$ cat src/rtl/uart_tx_engine.sv
// rtl/uart_tx_engine.sv - runtime-configurable UART transmitter fed from a latency-1 FIFO
//
// Purpose:
//   Pulls one word per frame from a FIFO (empty/re handshake, din valid the
//   cycle after re). It transmits the word as start bit, N data bits LSB-first,
//   optional parity and one or two stop bits. The divisor, word width, parity and
//   stop count are sampled once per frame in LOAD. A line break (dout=0) can be
//   requested whenever the engine is idle.
//
// Ports:
//   clk            system clock, rising edge
//   rst            asynchronous active-high reset
//   din            FIFO read data, valid the cycle after re
//   empty          FIFO empty flag
//   re             FIFO read enable, one-cycle pulse per frame
//   dout           serial line, idle/mark = 1
//   cfg_divisor    clk cycles per bit, 0 selects CLOCK_FREQUENCY/BAUD_RATE
//   cfg_word_width data bits per frame, clamped to [5, MAX_WORD_WIDTH]
//   cfg_parity     00 none, 01 odd, 10 even, 11 none
//   cfg_stop2      0: one stop bit, 1: two stop bits
//   cfg_break      request line break while idle
//   busy           high whenever the engine is not idle
//   tx_done        one-cycle pulse on the first idle cycle after a frame

module uart_tx_engine #(
  parameter int unsigned CLOCK_FREQUENCY = 32'd100_000_000,
  parameter int unsigned BAUD_RATE       = 32'd115200,
  parameter int unsigned MAX_WORD_WIDTH  = 32'd9,
  parameter int unsigned DIV_WIDTH       = 32'd16
) (
  input  logic                      clk,
  input  logic                      rst,
  input  logic [MAX_WORD_WIDTH-1:0] din,
  input  logic                      empty,
  output logic                      re,
  output logic                      dout,
  input  logic [DIV_WIDTH-1:0]      cfg_divisor,
  input  logic [3:0]                cfg_word_width,
  input  logic [1:0]                cfg_parity,
  input  logic                      cfg_stop2,
  input  logic                      cfg_break,
  output logic                      busy,
  output logic                      tx_done
);

  localparam int unsigned          LP_DEF_DIV_INT = CLOCK_FREQUENCY / BAUD_RATE;
  localparam logic [DIV_WIDTH-1:0] LP_DEFAULT_DIV = LP_DEF_DIV_INT[DIV_WIDTH-1:0];
  localparam logic [DIV_WIDTH-1:0] LP_MIN_DIV     = {{(DIV_WIDTH-2){1'b0}}, 2'b10};
  localparam logic [DIV_WIDTH-1:0] LP_ONE         = {{(DIV_WIDTH-1){1'b0}}, 1'b1};
  localparam logic [3:0]           LP_MAX_N       = MAX_WORD_WIDTH[3:0];
  localparam logic [3:0]           LP_MIN_N       = 4'd5;

  typedef enum logic [2:0] {
    S_IDLE   = 3'd0,
    S_READ   = 3'd1,
    S_LOAD   = 3'd2,
    S_START  = 3'd3,
    S_DATA   = 3'd4,
    S_PARITY = 3'd5,
    S_STOP   = 3'd6,
    S_BREAK  = 3'd7
  } state_t;

  state_t r_state;
  state_t w_next_state;

  // Per-frame latched configuration
  logic [DIV_WIDTH-1:0]      r_div_last;   // D-1, terminal value of the cycle counter
  logic [3:0]                r_n_last;     // N-1, index of the last data bit
  logic                      r_par_en;
  logic                      r_par_bit;
  logic                      r_stop2;

  // Frame progress
  logic [DIV_WIDTH-1:0]      r_cyc;
  logic [3:0]                r_bit_idx;
  logic                      r_stop_idx;
  logic [MAX_WORD_WIDTH-1:0] r_shift;
  logic                      r_tx_done;

  // Effective configuration, only consumed in LOAD
  logic [DIV_WIDTH-1:0]      w_div_sel;
  logic [DIV_WIDTH-1:0]      w_div;
  logic [3:0]                w_n;
  logic                      w_xor;

  logic                      w_bit_end;
  logic                      w_data_end;
  logic                      w_stop_end;

  always_comb begin
    w_div_sel = (cfg_divisor == '0) ? LP_DEFAULT_DIV : cfg_divisor;
    w_div     = (w_div_sel < LP_MIN_DIV) ? LP_MIN_DIV : w_div_sel;

    if (cfg_word_width < LP_MIN_N) begin
      w_n = LP_MIN_N;
    end else if (cfg_word_width > LP_MAX_N) begin
      w_n = LP_MAX_N;
    end else begin
      w_n = cfg_word_width;
    end

    // Only the bits actually transmitted contribute to parity
    w_xor = 1'b0;
    for (int i = 0; i < int'(MAX_WORD_WIDTH); i++) begin
      if (i < int'(w_n)) begin
        w_xor = w_xor ^ din[i];
      end
    end
  end

  assign w_bit_end  = (r_cyc == r_div_last);
  assign w_data_end = w_bit_end && (r_bit_idx == r_n_last);
  assign w_stop_end = w_bit_end && (r_stop_idx == r_stop2);

  // State register
  always_ff @(posedge clk or posedge rst) begin
    if (rst) begin
      r_state <= S_IDLE;
    end else begin
      r_state <= w_next_state;
    end
  end

  // Next-state logic
  always_comb begin
    w_next_state = r_state;
    case (r_state)
      S_IDLE: begin
        if (cfg_break) begin
          w_next_state = S_BREAK;
        end else if (!empty) begin
          w_next_state = S_READ;
        end
      end
      S_READ:   w_next_state = S_LOAD;
      S_LOAD:   w_next_state = S_START;
      S_START:  if (w_bit_end) w_next_state = S_DATA;
      S_DATA:   if (w_data_end) w_next_state = r_par_en ? S_PARITY : S_STOP;
      S_PARITY: if (w_bit_end) w_next_state = S_STOP;
      S_STOP:   if (w_stop_end) w_next_state = S_IDLE;
      S_BREAK:  if (!cfg_break) w_next_state = S_IDLE;
      default:  w_next_state = S_IDLE;
    endcase
  end

  // Outputs decoded from registered state only
  always_comb begin
    re      = (r_state == S_READ);
    busy    = (r_state != S_IDLE);
    tx_done = r_tx_done;
    case (r_state)
      S_START:  dout = 1'b0;
      S_DATA:   dout = r_shift[0];
      S_PARITY: dout = r_par_bit;
      S_BREAK:  dout = 1'b0;
      default:  dout = 1'b1;
    endcase
  end

  // Datapath: config latch, shifter and counters
  always_ff @(posedge clk or posedge rst) begin
    if (rst) begin
      r_div_last <= '0;
      r_n_last   <= '0;
      r_par_en   <= 1'b0;
      r_par_bit  <= 1'b0;
      r_stop2    <= 1'b0;
      r_cyc      <= '0;
      r_bit_idx  <= '0;
      r_stop_idx <= 1'b0;
      r_shift    <= '1;
      r_tx_done  <= 1'b0;
    end else begin
      r_tx_done <= (r_state == S_STOP) && w_stop_end;

      case (r_state)
        S_LOAD: begin
          r_shift    <= din;
          r_div_last <= w_div - LP_ONE;
          r_n_last   <= w_n - 4'd1;
          r_par_en   <= (cfg_parity == 2'b01) || (cfg_parity == 2'b10);
          r_par_bit  <= (cfg_parity == 2'b01) ? ~w_xor : w_xor;
          r_stop2    <= cfg_stop2;
          r_cyc      <= '0;
          r_bit_idx  <= '0;
          r_stop_idx <= 1'b0;
        end
        S_START, S_PARITY: begin
          r_cyc <= w_bit_end ? '0 : r_cyc + LP_ONE;
        end
        S_DATA: begin
          r_cyc <= w_bit_end ? '0 : r_cyc + LP_ONE;
          if (w_bit_end) begin
            r_shift   <= {1'b1, r_shift[MAX_WORD_WIDTH-1:1]};
            r_bit_idx <= r_bit_idx + 4'd1;
          end
        end
        S_STOP: begin
          r_cyc <= w_bit_end ? '0 : r_cyc + LP_ONE;
          if (w_bit_end) begin
            r_stop_idx <= ~r_stop_idx;
          end
        end
        default: begin
          r_cyc <= '0;
        end
      endcase
    end
  end

endmodule

$ cat config.mk
export PLATFORM = sky130hd
export DESIGN_NAME = uart_tx_engine
export DESIGN_NICKNAME = d
export VERILOG_FILES = /design/src/rtl/uart_tx_engine.sv
export SDC_FILE = /design/constraint.sdc
export NUM_CORES = 1
export LEC_CHECK = 0
export BUFFER_PORTS_ARGS = -buffer_cell sky130_fd_sc_hd__buf_2
export CAP_MARGIN = 20
export CORE_ASPECT_RATIO = 1.75
export CORE_MARGIN = 2
export CORE_UTILIZATION = 25
export CTS_BUF_LIST = sky130_fd_sc_hd__clkbuf_2
export DETAILED_ROUTE_END_ITERATION = 16
export REMOVE_ABC_BUFFERS = 1
export SLEW_MARGIN = 40
export SYNTH_ARGS = -nofsm -noshare
export SYNTH_HDL_FRONTEND = slang
export SYNTH_SLANG_ARGS = --single-unit
$ cat constraint.sdc
create_clock -name clk -period 1.81 [get_ports clk]
set_input_delay 0.181 -clock clk [delete_from_list [all_inputs] [get_ports clk]]
set_output_delay 0.181 -clock clk [all_outputs]
set_load 0.01 [all_outputs]
# Yosys cells after proc, flatten, opt, wreduce, memory -nomap -nowiden
# Cells that the tools add are included.
word_totals:
  reg_bits: 57
  input_bits: 36
  wordCells: 103
classes:
  add_sub_neg: 4
  n_lt_le_gt_ge: 12
  eq_ne: 20
  muxes: 32
  bitwise: 10
  n_reduce_logical: 14
ops:
  columns: ["op", "count"]
  rows:
  - ["16-bit two-way mux", 4]
  - ["3-bit case mux with 8 select lines", 1]
  - ["3-bit two-way mux", 7]
  - ["9-bit case mux with 2 select lines", 1]
  - ["16-bit by 1-bit adder with 16-bit output, second input constant", 1]
  - ["16-bit equality test", 1]
  - ["16-bit zero test", 1]
  - ["16-bit by 2-bit < comparator with 1-bit output, second input constant", 1]
  - ["3-bit by 4-bit < comparator with 1-bit output, first input constant", 4]
  - ["16-bit by 1-bit subtractor with 16-bit output, second input constant", 1]
  - ["2-bit inequality test, second input constant", 7]
  - ["3-bit equality test, second input constant", 4]
  - ["4-bit two-way mux", 3]
  - ["1-bit two-way mux", 11]
  - ["9-bit two-way mux", 1]
  - ["1-bit by 4-bit < comparator with 1-bit output, first input constant", 2]
  - ["2-bit by 4-bit < comparator with 1-bit output, first input constant", 2]
  - ["4-bit case mux with 2 select lines", 1]
  - ["1-bit bitwise XOR", 8]
  - ["3-bit by 2-bit equality test with 1-bit output, second input constant", 2]
  - ["6-bit AND reduction", 1]
  - ["4-bit by 1-bit adder with 4-bit output, second input constant", 1]
  - ["4-bit equality test", 1]
  - ["4-bit greater-than comparator, second input constant", 1]
  - ["20 further kinds", 25]

# Depth between registers and ports, before layout
logic_depth:
  word_depth: 23
  mapped_depth: 11
  depth_no_buf: 10

# Least setup slack after synthesis
# Ideal clock, no wire load.
synth_timing:
  path_type: "input to register"
  start: "input cfg_divisor[2]"
  end: "register r_div_last[12]"
  t_arrival_ns: 2.163
  path_slack_ns: -0.487
  path_stages: 9
  n_path_buf: 0
  path_cell_list: "nor4_2 nand2_2 or4_2 o21ai_2 ha_1 o21ai_2 nor4_1 xnor2_1 o21ai_0"
synth_via:
  elab_chain_len: 5
synth_lines:
  columns: ["element", "line", "text"]
  rows:
  - ["start, declared", "37", "input logic [DIV_WIDTH-1:0] cfg_divisor,"]
  - ["16-bit zero test", "92", "w_div_sel = (cfg_divisor == '0) ? LP_DEFAULT_DIV : cfg_divisor;"]
  - ["16-bit two-way mux *", "92", null]
  - ["16-bit by 2-bit < comparator with 1-bit output", "93", "w_div = (w_div_sel < LP_MIN_DIV) ? LP_MIN_DIV : w_div_sel;"]
  - ["16-bit two-way mux *", "93", null]
  - ["16-bit by 1-bit subtractor with 16-bit output *", "180", "r_div_last <= w_div - LP_ONE;"]
  - ["end signal, assigned", "180", null]
  - ["end, declared", "68", "logic [DIV_WIDTH-1:0] r_div_last;"]
# Every way passes the cells marked *; elsewhere a longest branch is shown, timed or not.
# A chain may end at the register's enable or synchronous reset.

# Final worst setup path
layout_timing:
  start: "register r_cyc[6]"
  end: "register r_state[0]"
layout_via:
  elab_chain_len: 4
  elab_cells_between_ends: 8
layout_lines:
  columns: ["element", "line", "text"]
  rows:
  - ["start, declared", "75", "logic [DIV_WIDTH-1:0] r_cyc;"]
  - ["start signal, assigned", "190", "r_cyc <= w_bit_end ? '0 : r_cyc + LP_ONE;"]
  - ["start signal, assigned", "193", "r_cyc <= w_bit_end ? '0 : r_cyc + LP_ONE;"]
  - ["start signal, assigned", "200", "r_cyc <= w_bit_end ? '0 : r_cyc + LP_ONE;"]
  - ["16-bit equality test *", "112", "assign w_bit_end = (r_cyc == r_div_last);"]
  - ["1-bit logical AND, on equally long branches", "114, 113", null]
  - ["2-bit inequality test (no source line)", null, null]
  - ["6-bit AND reduction (no source line) *", null, null]
  - ["end signal, assigned", "121", "r_state <= w_next_state;"]
  - ["end, declared", "64", "state_t r_state;"]
# Marked as above.

==> flow_summary.toml <==
[run_status]
status = "complete, but fails checks"
violations = "negative setup slack"

[pwr]
p_per_area_mw_per_mm2 = 1160
leakagePower_nw = 2.05
vdd_drop_max_uv = 322

[sta]
finalCriticalPeriod_ps = 1880
final.setup_skew_ps = 31.3
rsz0062_at_grt = "yes"
max_freq_ghz = 0.531
setup_viol = 9
finalHoldViolations = 0
setup_tns_ps = -240
fin_crit_sh = 1.04
worst_pin_slew_ps = 590
fin_ws_ps = -74.5
max_slew_margin = 0.606
final_max_slew_viol_count = 0

[job]
drv_cap = 0

[route]
drtAntennaViolNets = 0
routed_wl_microns = 8350
drc_errors = 0
drt_first_pass_iters = 4
vias_per_cell = 4.58
vias = 2979
drt_iter0_markers = 109
wl_per_cell_microns = 12.9

[setup_path]
cp_top_family = "compound AO/OA/AOI/OAI gates"
cpPeakStageDelay_ps = 450
ff2ff_setup_slack_ps = -70
critical_path.reg2reg.endpoint = "r_state[0]"
worst_path_max_delay_cell = "dfrtp_1"
worstSetupEndpointType = "flip-flop"
arrival_ps = 2330
timing.rr.start = "r_cyc[6]"
worstRegToRegCells = 7
critPathMaxFanout = 7
start_kind = "flip-flop"
critPathKind = "flip-flop to flip-flop"
worstPathRequired_ps = 2260
crit_chain = "xnor2_1, nand4_1, nor4_4, buf_6, o21ai_2, o31a_1, o22ai_1"
cp_num_buf_inv = 1

[clocking]
cts_inserted_buffers = 9
clk_pin_slew_ps = 180
cts_tree = "yes"
cts_max_path_buffers = 2
clk_latency_ps = 510
numClockSinks = 57
ctsHtreeMaxLevel = 3
cts_root_buf = "clkbuf_2"

[floorplan]
fp.dieW_microns = 90.8
core.rowCount = 55
dieArea_sq_mm = 0.0142
io_pins = 40
start_util = 0.255
die_h_microns = 156
core_area_sq_mm = 0.0129

[grt]
met2_usage = 0.235
grt_max_degree = 38
grt_use_met1 = 0.124
top_usage_layer = "met2"
grtUsageMet3 = 0.0213
grt_pass1_vias = 3029
gr-total-overflow = 0
grt_pass1_wl_microns = 13900
grt_antenna_before_repair = 1
globalRouteTotalUtil = 0.123

[yosys]
async_flop_share = 1.00
synth_enable_flop_cells = 0
synth.distinct_cells = 46
yosysTopAreaCell = "dfrtp_1"
ys.flop_type = "dfrtp_1"
netlist.area_leader.share = 0.364
avgSynthCellArea_sq_um = 9.08
synth_seq_cells = 57
synth.most_common_cell = "nand2_1"
ys.warnings.count = 0
yosys-top-cells-count = "56 x nand2_1, 48 x dfrtp_1, 38 x xnor2_1, 33 x o21ai_0, 25 x nor2_1"
synth-seq-area-share = 0.436
netlist_area_sq_mm = 0.00330
syn_inst = 363
synthTopCellsByArea = "dfrtp_1 36%, xnor2_1 10%, dfstp_2 7.2%"

[finish]
instances_no_fill = 650
regArea_sq_mm = 0.00144
syn_to_final_growth_pct = 38.3
nNetsFinal = 517
drive_above_1_share = 0.333
fillers = 1359
multi_input_area_sq_mm = 0.00191

[placed_design]
post-place-ws_ps = -644
dpl.cell_count = 612
hpwl_microns = 6190
place_congestion = 0.849
port-buffer-count = 39

[worst_hold_path]
hold_path_class = "input port to flip-flop"
min_from = "cfg_parity[1]"
hold_end = "r_par_en"
whs_path_depth = 4
worst max-delay path by stage:
| stage | end | slack (ps) | cells after the start | startpoint |
|---|---|---|---|---|
| 6_report | r_state[0] | -70 | 7 | r_cyc[6] |
| 5_1_grt | dout | -160 | 5 | r_state[0] |
| 3_5_place_dp | r_div_last[12] | -640 | 11 | cfg_divisor[2] |
| 3_3_place_gp | r_div_last[12] | -610 | 11 | cfg_divisor[2] |
| 2_1_floorplan | r_div_last[12] | -520 | 9 | cfg_divisor[2] |
| 4_1_cts | r_state[0] | -80 | 7 | r_cyc[14] |
layout by cell type, fill, tap and decap left out, drive strengths merged, types with 5 or more instances in the layout:
cell and n:
mux2i 8, buf 96, dfstp 9, inv 16
nand4 6, clkinv 5, xnor2 38, dlygate4sd3 15
nor3 9, clkbuf 10, nand3 12, nor2 25
nor4 7, o21ai 39, a21oi 10, or3 5
and3 5, dfrtp 48, or4 7, ha 8
xor2 20, nand2 57
what timing repair did:
action                                 in CTS  in global routing
endpoints found under the hold margin      28                  0
hold buffers                               15                  0
cloned                                      0                  0
setup buffers                               5                  1
resized for setup                          26                 21
setup endpoints to repair                  27                 40
pin swaps                                  11                  9
worst min-delay path, stage by stage:
cell and delay (ps):
buf_2 100, inv_1 40, ha_1 120, o21ai_0 80
metrics by stage:
stage          instance area, sq um  utilization  total power (W)  hold slack (ps)
2_1_floorplan                  3240            -          0.00337              286
3_3_place_gp                   4090        0.316          0.00422              283
3_5_place_dp                   4090        0.316          0.00429              282
4_1_cts                        4450        0.344          0.00517             7.29
5_1_grt                        4560        0.352          0.00572             2.00
6_report                       4560        0.352          0.00529             37.3
where the power goes:
part	internal, W	total, W	switching [W]
combinational	0.00122	0.00258	0.00136
sequential	0.00176	0.00205	0.000291
clock	0.000163	0.000658	0.000495
total	0.00315	0.00529	0.00214
cells by family after synthesis:
kind of cell | count (synthesis) | share of synthesized area
multiplexers | 8 | 0.0243
buffers and inverters | 29 | 0.0342
AO/OA/AOI/OAI | 63 | 0.110
XOR/XNOR | 58 | 0.154
AND/OR/NAND/NOR | 140 | 0.211
flip-flops | 57 | 0.436
adder cells (fa/ha/maj) | 8 | 0.0304
layout make-up:
cell class | instances | area share
diodes | 1 | 0.000549
clock buffers | 9 | 0.00988
clock inverters | 7 | 0.00823
inverters | 16 | 0.0132
multi-input cells | 277 | 0.419
flip-flops and latches | 57 | 0.316
well taps | 171 | 0.0469
repair buffers | 112 | 0.186
sequential cells by signal, summed over array words and instances, names as in the netlist, 3 cells and up:
| register | count |
|---|---|
| r_bit_idx | 4 |
| r_state | 3 |
| r_n_last | 4 |
| r_div_last | 16 |
| r_shift | 9 |
| r_cyc | 16 |
layer usage:
layer  share of wire  vias to the layer above
met5               0                        -
met2            0.57                       56
met4           0.030                        0
met1            0.37                     1439
li1                -                     1469
met3           0.023                       15
(Power assumes the default switching activity.)
